**config.mk**
```make
export PLATFORM = sky130hd
export DESIGN_NAME = ifu_fetch
export DESIGN_NICKNAME = d
export VERILOG_FILES = /design/src/rtl/npc_pkg.sv /design/src/rtl/ifu_perf_cnt.sv /design/src/rtl/ifu_fetch.sv
export SDC_FILE = /design/constraint.sdc
export NUM_CORES = 1
export LEC_CHECK = 0
export ABC_AREA = 1
export CORE_MARGIN = 10
export CORE_UTILIZATION = 41
export DETAILED_ROUTE_END_ITERATION = 10
export PLACE_DENSITY = 0.87
export SLEW_MARGIN = 30
export SYNTH_ARGS = -nofsm -noshare
export SYNTH_HDL_FRONTEND = slang
export SYNTH_SLANG_ARGS = --single-unit
```
**constraint.sdc**
```tcl
create_clock -name clk -period 1.95 [get_ports clk]
set_clock_uncertainty 0.2 [all_clocks]
set_input_delay 0.195 -clock clk [delete_from_list [all_inputs] [get_ports clk]]
set_output_delay 0.195 -clock clk [all_outputs]
set_load 0.1 [all_outputs]
```
**src/rtl/npc_pkg.sv**
```systemverilog
// npc_pkg: shared types and constants for the NPC core front end.
//   ifu_state_t      - fetch-stage FSM states
//   ifu_out_t        - instruction payload held toward decode
//   NOP_INST         - instruction substituted on faults and reset (addi x0,x0,0)
//   RESET_PC_DEFAULT - default architectural reset PC
package npc_pkg;

  localparam int unsigned INST_W = 32;

  localparam logic [INST_W-1:0] NOP_INST         = 32'h0000_0013;
  localparam logic [31:0]       RESET_PC_DEFAULT = 32'h8000_0000;

  typedef enum logic [1:0] {
    S_REQ,
    S_RSP,
    S_OUT,
    S_WAIT_NPC
  } ifu_state_t;

  typedef struct packed {
    logic [INST_W-1:0] inst;
    logic              fault;
  } ifu_out_t;

endpackage

```
**src/rtl/ifu_perf_cnt.sv**
```systemverilog
// ifu_perf_cnt: fetch-stage performance counters (64-bit, wrap at 2^64).
// Ports:
//   clk, rst      - clock, synchronous active-high reset
//   fetch_inc_i   - one instruction handed to decode this cycle
//   stall_inc_i   - fetch stage waiting on memory this cycle
//   fetch_cnt_o   - count of decode handshakes
//   stall_cnt_o   - count of memory-wait cycles
module ifu_perf_cnt (
  input  logic        clk,
  input  logic        rst,
  input  logic        fetch_inc_i,
  input  logic        stall_inc_i,
  output logic [63:0] fetch_cnt_o,
  output logic [63:0] stall_cnt_o
);

  logic [63:0] fetch_cnt_q, fetch_cnt_d;
  logic [63:0] stall_cnt_q, stall_cnt_d;

  always_comb begin
    fetch_cnt_d = fetch_cnt_q;
    stall_cnt_d = stall_cnt_q;
    if (fetch_inc_i) fetch_cnt_d = fetch_cnt_q + 64'd1;
    if (stall_inc_i) stall_cnt_d = stall_cnt_q + 64'd1;
  end

  always_ff @(posedge clk) begin
    if (rst) begin
      fetch_cnt_q <= '0;
      stall_cnt_q <= '0;
    end else begin
      fetch_cnt_q <= fetch_cnt_d;
      stall_cnt_q <= stall_cnt_d;
    end
  end

  assign fetch_cnt_o = fetch_cnt_q;
  assign stall_cnt_o = stall_cnt_q;

endmodule

```
**src/rtl/ifu_fetch.sv**
```systemverilog
// ifu_fetch: instruction fetch stage of the multi-cycle NPC core.
// Owns the PC, issues one word read per instruction, hands {inst,pc,fault}
// to decode, then waits for the next PC from execute/writeback.
// Optional feature macro: IFU_PERF_CNT_EN (adds perf_fetch_cnt/perf_stall_cnt).
// Ports:
//   clk, rst                       - clock, synchronous active-high reset
//   imem_req_valid/ready/addr      - fetch request channel
//   imem_rsp_valid/ready/data/err  - read response channel
//   ifu_valid/ifu_ready            - handshake toward decode
//   inst, pc, ifu_fault            - payload toward decode
//   npc_valid, npc                 - next PC from the retire path
module ifu_fetch
  import npc_pkg::*;
#(
  parameter int unsigned       WIDTH    = 32,
  parameter logic [WIDTH-1:0]  RESET_PC = WIDTH'(RESET_PC_DEFAULT)
) (
  input  logic              clk,
  input  logic              rst,
  output logic              imem_req_valid,
  input  logic              imem_req_ready,
  output logic [WIDTH-1:0]  imem_req_addr,
  input  logic              imem_rsp_valid,
  output logic              imem_rsp_ready,
  input  logic [31:0]       imem_rsp_data,
  input  logic              imem_rsp_err,
  output logic              ifu_valid,
  input  logic              ifu_ready,
  output logic [31:0]       inst,
  output logic [WIDTH-1:0]  pc,
  output logic              ifu_fault,
  input  logic              npc_valid,
  input  logic [WIDTH-1:0]  npc
`ifdef IFU_PERF_CNT_EN
  ,
  output logic [63:0]       perf_fetch_cnt,
  output logic [63:0]       perf_stall_cnt
`endif
);

  ifu_state_t       state_q, state_d;
  logic [WIDTH-1:0] pc_q, pc_d;
  ifu_out_t         out_q, out_d;
  logic             req_valid_q, req_valid_d;

  // Next-state and payload update.
  always_comb begin
    state_d = state_q;
    pc_d    = pc_q;
    out_d   = out_q;
    unique case (state_q)
      S_REQ: begin
        if (pc_q[1:0] != 2'b00) begin
          // Misaligned PC: report a fault without touching the bus.
          out_d.inst  = NOP_INST;
          out_d.fault = 1'b1;
          state_d     = S_OUT;
        end else if (req_valid_q && imem_req_ready) begin
          state_d = S_RSP;
        end
      end
      S_RSP: begin
        if (imem_rsp_valid) begin
          out_d.inst  = imem_rsp_err ? NOP_INST : imem_rsp_data;
          out_d.fault = imem_rsp_err;
          state_d     = S_OUT;
        end
      end
      S_OUT: begin
        if (ifu_ready) state_d = S_WAIT_NPC;
      end
      S_WAIT_NPC: begin
        if (npc_valid) begin
          pc_d    = npc;
          state_d = S_REQ;
        end
      end
      default: state_d = S_REQ;
    endcase
    // Request valid is registered from the next state so it is stable while stalled.
    req_valid_d = (state_d == S_REQ) && (pc_d[1:0] == 2'b00);
  end

  always_ff @(posedge clk) begin
    if (rst) begin
      state_q     <= S_REQ;
      pc_q        <= RESET_PC;
      out_q       <= '{inst: NOP_INST, fault: 1'b0};
      req_valid_q <= 1'b0;
    end else begin
      state_q     <= state_d;
      pc_q        <= pc_d;
      out_q       <= out_d;
      req_valid_q <= req_valid_d;
    end
  end

  assign imem_req_valid = req_valid_q;
  assign imem_req_addr  = pc_q;
  assign imem_rsp_ready = (state_q == S_RSP);
  assign ifu_valid      = (state_q == S_OUT);
  assign inst           = out_q.inst;
  assign pc             = pc_q;
  assign ifu_fault      = out_q.fault;

`ifdef IFU_PERF_CNT_EN
  ifu_perf_cnt u_perf_cnt (
    .clk         (clk),
    .rst         (rst),
    .fetch_inc_i (ifu_valid && ifu_ready),
    .stall_inc_i ((state_q == S_REQ) || (state_q == S_RSP)),
    .fetch_cnt_o (perf_fetch_cnt),
    .stall_cnt_o (perf_stall_cnt)
  );
`endif

endmodule

```
; After elaboration in Yosys (flattened, before gate mapping)
; Index checks and enable logic that the tools add are counted.
; Widths: inputs -> output; s select.
[totals]
reg_bits = 68
latchBits = 0
ram_bits = 0
romBits = 0
in_bits = 71
out_inout_bits = 100
elab_cells = 32
memories = 0
[classes]
add_sub_neg = 0
n_mul = 0
div = 0
order_cmp = 0
eq_ne = 5
shift = 0
n_mux = 12
n_bitwise = 0
n_reduce_logical = 9
[op_table]
columns = op, count
row1 = $mux 33, 2
row2 = $pmux 33 s2, 1
row3 = $mux 32, 1
row4 = $mux 2, 7
row5 = $pmux 2 s4, 1
row6 = $logic_not 2->1, 3
row7 = $eq 2x2->1 const B, 2
row8 = $ne 2x2->1 const B, 2
row9 = $reduce_bool 2->1, 2
row10 = $reduce_and 3->1, 1
row11 = $eq 2x1->1 const B, 1
row12 = $logic_and 1x1->1, 2
row13 = $reduce_and 2->1, 1

; Longest topological paths before layout
; Gate-level depths: netlist of run 1.
[depth]
ltp_word = 6
ltp_mapped = 8
ltp_nobuf = 7

; Worst setup path after synthesis of run 1
; OpenSTA, ideal clock, no wires.
[synth_timing]
kind = register to register
start = reg state_q[1]
end = reg req_valid_q, in the netlist imem_req_valid
setup_ps = 110
arrival_time_ps = 2125
t_required_ps = 1640
setup_slack_ps = -485
stages_incl_launch_ff = 9
path_buffers = 1
synth_period_minus_slack_ps = 2435
path_cell_list = dfxtp_1 > buf_6 > inv_2 > nor2_1 > nand2_1 > nand3_1 > nand2_1 > inv_1 > nor2_1
[synth_between]
elab_cells_between_ends = 14
cone_classes = 3 x eq/ne / 7 x mux / 4 x reduce/logical
[synth_lines]
columns = element, line
row1 = from (decl), ifu_fetch.sv:41  ; ifu_state_t state_q, state_d;
row2 = from (signal assigned), ifu_fetch.sv:91  ; state_q <= state_d;
row3 = $eq 2x2->1, -
row4 = via ifu_valid, ifu_fetch.sv:27  ; output logic ifu_valid,
row5 = $pmux 2 s4, ifu_fetch.sv:51  ; unique case (state_q)
row6 = $logic_not 2->1, ifu_fetch.sv:81  ; req_valid_d = (state_d == S_REQ) && (pc_d[1:0] == 2'b00);
row7 = $logic_and 1x1->1, ifu_fetch.sv:81
row8 = to (signal assigned), ifu_fetch.sv:94  ; req_valid_q <= req_valid_d;
row9 = to (decl), ifu_fetch.sv:44  ; logic req_valid_q, req_valid_d;
; The timed path passes the listed nets, and every way through them passes these cells.
; A chain may end at the register's enable or synchronous reset.

; Worst setup path after layout of run 1
[layout_timing]
start = reg state_q[0]
end = out imem_rsp_ready
[layout_between]
elab_chain_len = 1
[layout_lines]
columns = element, line
row1 = $eq 2x1->1, ifu_fetch.sv:100  ; assign imem_rsp_ready = (state_q == S_RSP);
row2 = to (decl), ifu_fetch.sv:24  ; output logic imem_rsp_ready,
; No other way between the ends.

==> impl_metrics.yaml, run 1 <==
run_status:
  status: "finished clean"
placement:
  gp_congestion: 0.786
  placed_cells: 604
  place_area_mm2: 0.00424
  io_buffer_count: 170
  dp_hpwl_um: 7200
  place_ws_ns: 0.184
power:
  p_comb_frac: 0.389
  ir_worst_vdd_mv: 0.571
  power.switching_mw: 1.79
  power_leakage_nw: 1.85
  p_sw_frac: 0.419
  pwr-share-seq: 0.374
  power_density_mw_per_mm2: 965
  p_int_mw: 2.47
  pwr-share-clk: 0.237
clock_tree:
  root_buffer: "clkbuf_8"
  holdBufCountCts: 0
  cts.sinks: 68
  cts_buffer_depth: 2
  cts_buffers: 9
  post_cts_buffers: 0
  clock_latency_ns: 0.33
  cts_tree: "built"
  h-tree-depth: 3
  clk_pin_slew_worst_paths_ns: 0.07
synthesis:
  yosys_warnings: 0
  synth.net_count: 458
  synth_area_leaders: "dfxtp_1, nand2_1, buf_4"
  ys_seq_elements: 68
  yosys.area.top_type: "dfxtp_1"
  syn_avg_cell_area_um2: 7.67
  synth_top_area_frac: 0.459
  synth_cell_types: 22
  syn_inst: 387
  netlist_area_mm2: 0.00297
  yosysSeqAreaShare: 0.459
sta:
  layout_min_cycle_time_ns: 1.88
  slew-limit-headroom: 0.722
  maxSlewViolCount: 0
  worst_slack_ns: 0.0705
  hold_viol_final: 0
  finalSetupViolations: 0
  rsz0062_at_grt: "false"
  finalSetupTns_ns: 0
  hold_ws_ns: 0.0316
  finalCritPeriodShare: 0.964
  fmaxAchievable_mhz: 532
  worstMarginPinSlew_ns: 0.417
critical_path:
  path_class: "reg -> out"
  cp-end-kind: "output pin"
  reg2regPathDepth: 6
  cp-start-kind: "register"
  cpPeakStageDelay_ns: 0.48
  critical_path.top_delay_family: "flip-flops"
  crit_chain: "inv_4 > nor2_4 > buf_12 > buf_12"
  required_ns: 1.55
  worstPathMaxFanout: 23
  crit_path_frequent_cell: "buf_12"
  crit_buf_inv: 3
  timing.rr.start: "state_q[1]"
  crit_cells: 4
  reg2reg_slack_ns: 0.33
  timing.rr.end: "inst[20]"
  cp.arrival_ns: 1.48
  critical_path.startpoint: "state_q[0]"
  cp_slowest_cell: "dfxtp_2"
routing:
  vias: 2956
  ant_nets: 0
  wirelength_um: 9170
  drt_first_pass_iters: 4
  drc: 0
  wl_per_cell_um: 14.8
  drtIter0Drc: 102
  vias_per_cell: 4.78
layout:
  fillers: 597
  fin_cells: 619
  drive_gt1_frac: 0.264
  layout_common_cells: "buf_4, nand2_1, clkdlybuf4s50_1"
  fin_nets: 590
  mostFrequentLayoutCell: "buf_4"
  num_antenna_cells: 0
  layout-area-overhead-vs-synth_pct: 48.7
  finalInstanceArea_mm2: 0.00441
die:
  fp.dieH_um: 105
  die_area_mm2: 0.0110
  core_mm2: 0.00691
  start_util: 0.430
  die_w_um: 105
  ios: 171
  row_count: 30
global_routing:
  antenna_found_initial: 0
  grt_pass1_vias: 2914
  grt_max_degree: 63
  grt_first_pass_wirelength_um: 14300
  grt_use_total: 0.156
  grt-ovfl-total: 0
worst_hold_path:
  whs_endpoint: "inst[9]"
  hold_depth: 2
  min_path_type: "in -> reg"
  hp-start: "rst"
job:
  maxCapViolations: 0
==> final cells by class <==
type	instances	area, um^2	area share
multi-input combinational	251	1130	0.255
inverter	9	36.3	0.00822
tap	96	120	0.0272
timing repair buffer	180	1600	0.362
clock inverter	2	10.0	0.00227
sequential	68	1370	0.309
clock buffer	13	159	0.0360
==> repair_timing <==
action | in CTS | in global routing
hold endpoints to repair | 0 | 0
resized for setup | 1 | 0
endpoints found under the setup margin | 1 | 0
==> cells by family after synthesis <==
| family | count (synthesis) | share of synthesized area |
|---|---|---|
| buffers and inverters | 68 | 0.163 |
| and+or+nand+nor | 186 | 0.269 |
| AOI/OAI and AO/OA | 65 | 0.110 |
| DFF | 68 | 0.459 |
==> state kept, by name, indices dropped and copies added, names as in the netlist <==
name / cells
imem_req_addr: 32
inst: 32
state_q: 2
ifu_fault: 1
imem_req_valid: 1
==> synthesized netlist by cell type (all sizes together) <==
cell / instances
nand2: 105
dfxtp: 68
buf: 54
nor2: 44
nand3: 35
o21ai: 33
a21oi: 32
inv: 9
clkbuf: 5
nand4: 2
==> how the worst max path moves through the flow <==
stage / endpoint / slack, ns
CTS: imem_rsp_ready / 0.07
finish: imem_rsp_ready / 0.07
floorplan: imem_req_valid / 0.02
global placement: inst[21] / 0.23
detailed placement: inst[3] / 0.18
global route: imem_rsp_ready / 0.008
==> power groups by stage <==
stage / combinational [mW] / clock, mW / sequential [mW]
2_1_floorplan: 0.570 / 0 / 2.32
4_1_cts: 1.67 / 1.04 / 1.59
3_5_place_dp: 1.66 / 0 / 1.62
6_report: 1.66 / 1.01 / 1.59
5_1_grt: 1.74 / 1.10 / 1.60
3_3_place_gp: 1.64 / 0 / 1.61
==> metal layers <==
metal,vias to the layer above,part of all wire,global-route usage
li1,1472,-,-
met2,140,0.46,0.251
met3,19,0.12,0.0842
met1,1325,0.40,0.170
met4,0,0.018,0.0578
met5,-,0,0
==> per-stage QoR <==
step / power (mW) / util
5_1_grt: 4.45 / 0.639
3_3_place_gp: 3.26 / 0.614
4_1_cts: 4.30 / 0.639
6_report: 4.26 / 0.639
2_1_floorplan: 2.89 / -
3_5_place_dp: 3.28 / 0.614
Power figures use the tool's default switching activity.
==> inputs of run 2 (changes only) <==
--- a/config.mk
+++ b/config.mk
@@ -10,6 +10,7 @@
 export CORE_UTILIZATION = 41
 export DETAILED_ROUTE_END_ITERATION = 10
 export PLACE_DENSITY = 0.87
+export SKIP_LAST_GASP = 1
 export SLEW_MARGIN = 30
 export SYNTH_ARGS = -nofsm -noshare
 export SYNTH_HDL_FRONTEND = slang
==> results of run 2 <==
Final layout, timing and power as in run 1 (identical DEF).
==> inputs of run 3 (changes only) <==
--- a/config.mk
+++ b/config.mk
@@ -7,9 +7,10 @@
 export LEC_CHECK = 0
 export ABC_AREA = 1
 export CORE_MARGIN = 10
-export CORE_UTILIZATION = 41
+export CORE_UTILIZATION = 45
 export DETAILED_ROUTE_END_ITERATION = 10
-export PLACE_DENSITY = 0.87
+export DONT_BUFFER_PORTS = 1
+export PLACE_DENSITY = 0.61
 export SKIP_LAST_GASP = 1
 export SLEW_MARGIN = 30
 export SYNTH_ARGS = -nofsm -noshare
==> run 3 against run 2 <==
  * Worst hold slack got worse by 0.023 ns
  * Maximum frequency increased by 4.8%
  * Cell count decreased by 8.4%
  * Global-route usage increased by 2.2 points
  * Clock power increased by 11%
==> impl_metrics.yaml, run 3 (same netlist as run 1, synthesis figures left out) <==
critical_path:
  required_ns: 2.01
  path_class: "reg -> reg"
  crit_chain: "buf_4 > nand2_1 > nand2_1 > nand3_1 > dlygate4sd3_1 > nand2_1 > inv_1 > nor2_1"
  crit_path_frequent_cell: "nand2_1"
  critical_path.startpoint: "state_q[0]"
  crit_buf_inv: 3
  cp-start-kind: "register"
  cp_slowest_cell: "dlygate4sd3_1"
  worstPathMaxFanout: 5
  cp-end-kind: "register"
  cpPeakStageDelay_ns: 0.55
  reg2reg_slack_ns: 0.16
  cp.arrival_ns: 1.86
  critical_path.top_delay_family: "buffers and inverters"
  timing.rr.start: "state_q[0]"
placement:
  dp_hpwl_um: 5880
  io_buffer_count: 0
  gp_congestion: 0.781
sta:
  finalCritPeriodShare: 0.919
  hold_ws_ns: 0.00839
  fmaxAchievable_mhz: 558
  hold_viol_final: 0
  finalSetupTns_ns: 0
  slew-limit-headroom: 0.626
  layout_min_cycle_time_ns: 1.79
  rsz0062_at_grt: "false"
  maxSlewViolCount: 0
  finalSetupViolations: 0
  worstMarginPinSlew_ns: 0.565
power:
  pwr-share-seq: 0.358
  p_int_mw: 2.52
  power_density_mw_per_mm2: 965
  power.switching_mw: 1.84
  p_comb_frac: 0.384
  ir_worst_vdd_mv: 0.732
  power_leakage_nw: 1.77
  pwr-share-clk: 0.258
  p_sw_frac: 0.422
layout:
  fin_nets: 556
  num_antenna_cells: 0
  layout-area-overhead-vs-synth_pct: 51.9
  mostFrequentLayoutCell: "nand2_1"
  drive_gt1_frac: 0.278
  layout_common_cells: "nand2_1, dlygate4sd3_1, buf_4"
job:
  maxCapViolations: 0
global_routing:
  grt_first_pass_wirelength_um: 14800
  antenna_found_initial: 0
  grt_max_degree: 65
  grt_pass1_vias: 2932
  grt-busiest-layer: "met2"
  grt_use_met3: 0.0681
  grt_use_total: 0.178
  met1_usage: 0.188
  grtUsageMet2: 0.316
  grt-ovfl-total: 0
clock_tree:
  clock_latency_ns: 0.32
  h-tree-depth: 3
  cts_tree: "built"
  cts.sinks: 68
  clk_pin_slew_worst_paths_ns: 0.08
  cts_buffers: 9
  cts_buffer_depth: 2
  root_buffer: "clkbuf_8"
routing:
  drtIter0Drc: 157
  drt_first_pass_iters: 4
  wirelength_um: 9230
  vias: 2830
  drc: 0
  vias_per_cell: 4.99
  ant_nets: 0
  wl_per_cell_um: 16.3
die:
  start_util: 0.465
  ios: 171
  core_mm2: 0.00639
  fp.dieH_um: 101
  die_area_mm2: 0.0102
  die_w_um: 101
  row_count: 29
worst_hold_path:
  hp-start: "rst"
  min_path_type: "in -> reg"
run_status:
  status: "finished clean"
[run 3: changes by cell type in the layout (fill, tap and decap cells not counted), sizes merged]
cell | previous run | this run
clkdlybuf4s50 | 69 | 0
clkinvlp | 0 | 1
clkinv | 2 | 4
dlygate4sd3 | 0 | 70
buf | 111 | 76
bufinv | 0 | 1
clkbuf | 13 | 10
[run 3: repair_timing]
action,CTS,global route
hold endpoints to repair,68,0
hold buffers,71,0
setup endpoints to repair,1,2
resized for setup,0,2
buffers inserted,1,0
pin swaps,1,0
[run 3: path summary, 6_finish.rpt]
kind                  endpoint  cells after the start
min          imem_req_addr[26]                      2
min reg2reg  imem_req_addr[16]                      2
max reg2reg     imem_req_valid                      8
max             imem_req_valid                      8
[run 3: area by class of cell]
cell class / count / area (um^2)
Timing Repair Buffer: 146 / 1650
Tap cell: 77 / 96.3
Clock inverter: 6 / 65.1
Multi-Input combinational cell: 251 / 1130
Fill cell: 484 / 1880
Inverter: 9 / 36.3
Clock buffer: 10 / 128
Sequential cell: 68 / 1400
[run 3: power groups by stage]
stage          clock network, mW  logic (mW)  registers [mW]
3_3_place_gp                   0        1.49            1.58
3_5_place_dp                   0        1.51            1.59
4_1_cts                     1.16        1.67            1.56
5_1_grt                     1.23        1.77            1.57
6_report                    1.12        1.67            1.56
2_1_floorplan                  0       0.570            2.32
[run 3: per-layer routing]
metal | part of all wire | vias to the layer above
met5 | 0 | -
met4 | 0.010 | 0
met3 | 0.094 | 8
met2 | 0.53 | 127
met1 | 0.37 | 1291
li1 | - | 1404
[run 3: per-stage QoR]
step | utilization | setup slack, ns | cells | area [um^2] | power, mW
after floorplan | - | 0.0241 | 387 | 2970 | 2.89
after global placement | 0.560 | 0.341 | 479 | 3580 | 3.07
after detailed placement | 0.560 | 0.287 | 479 | 3580 | 3.09
after CTS | 0.706 | 0.0502 | 567 | 4510 | 4.39
after global routing | 0.706 | 0.0374 | 567 | 4510 | 4.56
final | 0.706 | 0.157 | 567 | 4510 | 4.35
==> variant 1: new RTL, settings of run 3 <==
Encoding of `ifu_state_t`: now one-hot (4 bits for 4 states).
--- a/src/rtl/npc_pkg.sv
+++ b/src/rtl/npc_pkg.sv
@@ -10,11 +10,11 @@
   localparam logic [INST_W-1:0] NOP_INST         = 32'h0000_0013;
   localparam logic [31:0]       RESET_PC_DEFAULT = 32'h8000_0000;
 
-  typedef enum logic [1:0] {
-    S_REQ,
-    S_RSP,
-    S_OUT,
-    S_WAIT_NPC
+  typedef enum logic [3:0] {
+    S_REQ      = 4'b0001,
+    S_RSP      = 4'b0010,
+    S_OUT      = 4'b0100,
+    S_WAIT_NPC = 4'b1000
   } ifu_state_t;
 
   typedef struct packed {
Function: same outputs for any inputs over 10 cycles, from zero or initial values and one cycle with rst high; not proved beyond that.
==> variant 1 against run 3 <==
Fmax down 1.7%; die area up 6.0%; cell area rose by 6.6%; sequential share of layout area down 1.1 points; worst setup slack got worse by 0.031 ns; routed wire length increased by 8.3%; final cell count grew 15%; area after synthesis increased by 7.5%; power down 15%; synthesized cell count rose by 16%; critical path depth fell by 4; sequential cell count grew 2; critical path type is now flip-flop to primary output.
==> variant 1: results (changes against run 3) <==
[critical_path]
r2r-end=state_q[1]$_SDFF_PP0_
r2r-start=imem_req_valid$_SDFF_PP0_
critPathMaxFanout=4  ; -1
crit_slowest_cell=dfxtp_1
critPathLaunch=state_q[0]$_SDFF_PP1_
arrival_ns=1.43  ; -0.43 ns

[timing]
hold_slack_ns=0.0406  ; +0.0322 ns
tightest_slew_ns=0.589  ; +0.0238 ns

[cts]
cts_setup_buffers=0  ; -1

[finish]
final_layout_size_suffix_gt1_share_pct=24.0  ; -3.8 points
fin_cells=652  ; +15%
nFillCells=515  ; +6.4%
layout.nets=621  ; +12%

[global_routing]
grt_pass1_vias=3134  ; +6.9%
grt_antenna_before_repair=1  ; +1
grtUsageTotal_pct=17.8  ; -0.037 points
grt_pass1_wl_um=16100  ; +8.6%

[placed_design]
hpwlAfterDp_um=6510  ; +11%
place_area_um2=3840  ; +7.2%
routabilityCongestion=0.786  ; +0.54%

[run_status]
status=complete, no violations

[synth]
yosysSeqAreaShare_pct=43.9  ; -2.0 points
yosys-top-cells-area=dfxtp_1 44%, nand2_1 21%, buf_4 8.9%

[min_path]
hold_start=imem_req_ready
hold_end=state_q[0]$_SDFF_PP1_

[detailed_routing]
first_iter_violations=171  ; +8.9%

-- variant 1: cell count changes after synthesis, moves of 3 or more --
cell,run 3,this run
nand2_1,103,182
o21ai_1,32,1
nand3b_1,0,29
nand3_1,33,7
buf_6,11,2
nor2_1,41,46
buf_2,5,9
clkbuf_1,4,7
nand2_2,0,3
-- variant 1: cell type report --
class	count	area, um^2	area share [%]
clock buffer	12	145	3.02
tap	96	120	2.50
multi-input combinational	310	1360	28.3
sequential	70	1440	30.0
clock inverter	4	70.1	1.46
timing repair buffer	147	1620	33.7
inverter	12	45.0	0.937
antenna	1	2.50	0.0521
-- variant 1: metrics by stage --
stage	worst slack, ns	util (%)	power [uW]
after detailed placement	0.350	56.2	2280
after floorplan	0.142	-	2160
final	0.126	70.4	3710
after global placement	0.396	56.2	2260
after global routing	0.0132	70.4	3860
after CTS	0.0525	70.3	3740
-- variant 1: tightest hold or removal path, delay by kind of cell --
kind / cells / cell delay (ns)
simple gates: 4 / 0.24
compound gates: 1 / 0.11
-- variant 1: power by group --
| group | switching [uW] | internal (uW) |
|---|---|---|
| Sequential | 40.2 | 1490 |
| Combinational | 596 | 298 |
| Clock | 536 | 753 |
| Total | 1170 | 2540 |
-- variant 1: kinds of logic after synthesis --
logic type | synth area share (%)
compound gates | 5.92
simple gates | 36.8
buf+inv | 13.4
flops | 43.9
-- variant 1: what timing repair did --
action                                  in CTS  in global routing
gates resized for setup                      0                  1
endpoints found under the setup margin       0                  1
hold buffers                                73                  0
hold endpoints to repair                    70                  0
-- variant 1: routing by layer --
metal / share of wire [%] / vias up / global-route usage, %
met3: 7.6 / 13 / 5.76
met2: 49 / 133 / 30.3
met5: 0 / - / 0
met1: 43 / 1446 / 20.3
met4: 1.2 / 0 / 6.46
li1: - / 1566 / -
==> variant 2: new RTL, config.mk and constraints of run 3 <==
Made on the original files. Change the parameter `WIDTH` from 32 to 24.
--- a/src/rtl/ifu_fetch.sv
+++ b/src/rtl/ifu_fetch.sv
@@ -12,7 +12,7 @@
 module ifu_fetch
   import npc_pkg::*;
 #(
-  parameter int unsigned       WIDTH    = 32,
+  parameter int unsigned       WIDTH    = 24,
   parameter logic [WIDTH-1:0]  RESET_PC = WIDTH'(RESET_PC_DEFAULT)
 ) (
   input  logic              clk,
Interface: changed (resized imem_req_addr, npc and pc); port bits go from 171 to 147. The function was not compared with the original's and may differ.
==> variant 2 against run 3 <==
Worst setup slack got worse by 0.050 ns; register-to-register slack got worse by 0.04 ns; area after synthesis fell by 10%; routed wire length fell by 11%; cell area fell by 9.6%; global-route usage fell by 1.0 points; sequential cell count fell by 8.
Power is not compared: it rests on default switching activity, and its combinational part moved more than twofold at a synthesized area within 25%.
==> variant 2: results (changes against run 3) <==
[synth]
synth_cell_type_count=22  ; unchanged
synthTopCellsByCount=60 x dfxtp_1, 47 x nand2_1, 38 x nor2_1, 37 x o21ai_0, 34 x nand3_1
yosys-top-cells-area=dfxtp_1 45%, buf_4 7.3%, o21ai_0 6.9%
yosysSeqAreaShare_pct=45.1  ; -0.80 points
yosys_warnings=0  ; unchanged
async_flop_share_pct=0  ; unchanged
synth-edff-count=0  ; unchanged
syn-num-nets=415  ; -9.4%
synthCells=352  ; -9.0%

[finish]
layout.nonclk_buf_share_pct=34.4  ; -2.3 points
area.sequential_um2=1230  ; -12%
inverters=30  ; +21
diodes=2  ; +2
num-multi-input-gates=214  ; -15%
clock_buffers=12  ; +2
nFillCells=417  ; -14%
largest_reg_flops=32
layout.nets=511  ; -8.1%
final_layout_size_suffix_gt1_share_pct=28.7  ; +0.94 points
nonClockBufferCount=133  ; -8.9%
multiInputGateArea_um2=1030  ; -8.2%
clk_share_pct=4.97  ; +0.70 points

[detailed_routing]
wl_um=8210  ; -11%
via_count=2644  ; -6.6%
viasPerCell=5.02  ; +0.52%
route.antenna.remaining_nets=0  ; unchanged
drtPass1Iterations=4  ; unchanged
first_iter_violations=111  ; -29%

[pwr]
leakage_uw=0.00163
ir_drop_mv=0.547

[placed_design]
hpwlAfterDp_um=5300  ; -9.8%
routabilityCongestion=0.742  ; -5.1%
post-place-cells=445  ; -7.1%
place.port_buffers=0  ; unchanged
pre_cts_slack_ns=0.162  ; -0.124 ns

[cts]
cts-htree-levels=3  ; unchanged
ctsHoldBuffers=64  ; -9.9%
numCtsBuffers=9  ; unchanged
clk_path_buf_depth=2  ; unchanged
cts_resized=3  ; +3
insertion_delay_ns=0.33
clk_pin_slew_ns=0.06  ; -0.02 ns
root_buffer=clkbuf_8
cts_setup_buffers=0  ; -1
cts.sinks=60  ; -12%

[global_routing]
grtUsageTotal_pct=16.8  ; -1.0 points
grt_max_degree=48  ; -26%
grt_pass1_vias=2539  ; -13%
grt_pass1_wl_um=13200  ; -11%
grt_antenna_before_repair=2  ; +2

[run_status]
status=complete, no violations

[critical_path]
arrival_ns=1.45  ; -0.41 ns
critPathMaxFanout=7  ; +2

[min_path]
hold_class=primary input to flip-flop

[timing]
slew_headroom_pct=62.2  ; -0.47 points

-- variant 2: worst paths after layout --
kind	cells past startpoint	endpoint	slack [ns]	from
setup reg to reg	6	inst[19]$_SDFFE_PP0P_	0.12	state_q[1]$_SDFF_PP0_
hold reg to reg	2	imem_req_addr[13]$_SDFFE_PP0P_	0.25	imem_req_addr[13]$_SDFFE_PP0P_
hold / removal	4	state_q[0]$_SDFF_PP0_	0.07	npc_valid
setup / recovery	3	ifu_valid	0.11	state_q[1]$_SDFF_PP0_
-- variant 2: cell families (layout without fill, tap and decap cells) --
group	count (synthesis)	after routing	share of synthesized area, %
DFF	60	60	45.1
and+or+nand+nor	134	134	22.8
AOI/OAI and AO/OA	80	80	15.9
buffers and inverters	78	179	16.2
other	0	2	0
-- variant 2: per-layer routing --
metal | vias to the layer above | wire, um | GRT usage, %
met5 | - | 0 | 0
met4 | 0 | 153 | 8.00
met3 | 13 | 642 | 6.03
met2 | 112 | 3980 | 26.9
met1 | 1213 | 3440 | 19.4
li1 | 1306 | - | -
-- variant 2: critical path, stage by stage, from the launching register on --
cell and delay, ns:
dfxtp_1 0.55, inv_1 0.12, nor2_2 0.14, buf_4 0.31
-- variant 2: power by group --
part           total (uW)  internal (uW)  switching (uW)
sequential           1310           1280            33.2
clock                1130            656             471
combinational         819            230             589
-- variant 2: through the flow --
stage | hold WS, ns | cell area [um^2] | power (uW) | utilization (%)
floorplan | 0.137 | 2670 | 1920 | -
global placement | 0.0645 | 3210 | 2020 | 56.9
detailed placement | 0.0674 | 3210 | 2030 | 56.9
CTS | 0.0417 | 4070 | 3290 | 72.2
global route | 0.0750 | 4080 | 3400 | 72.3
finish | 0.0653 | 4080 | 3260 | 72.3
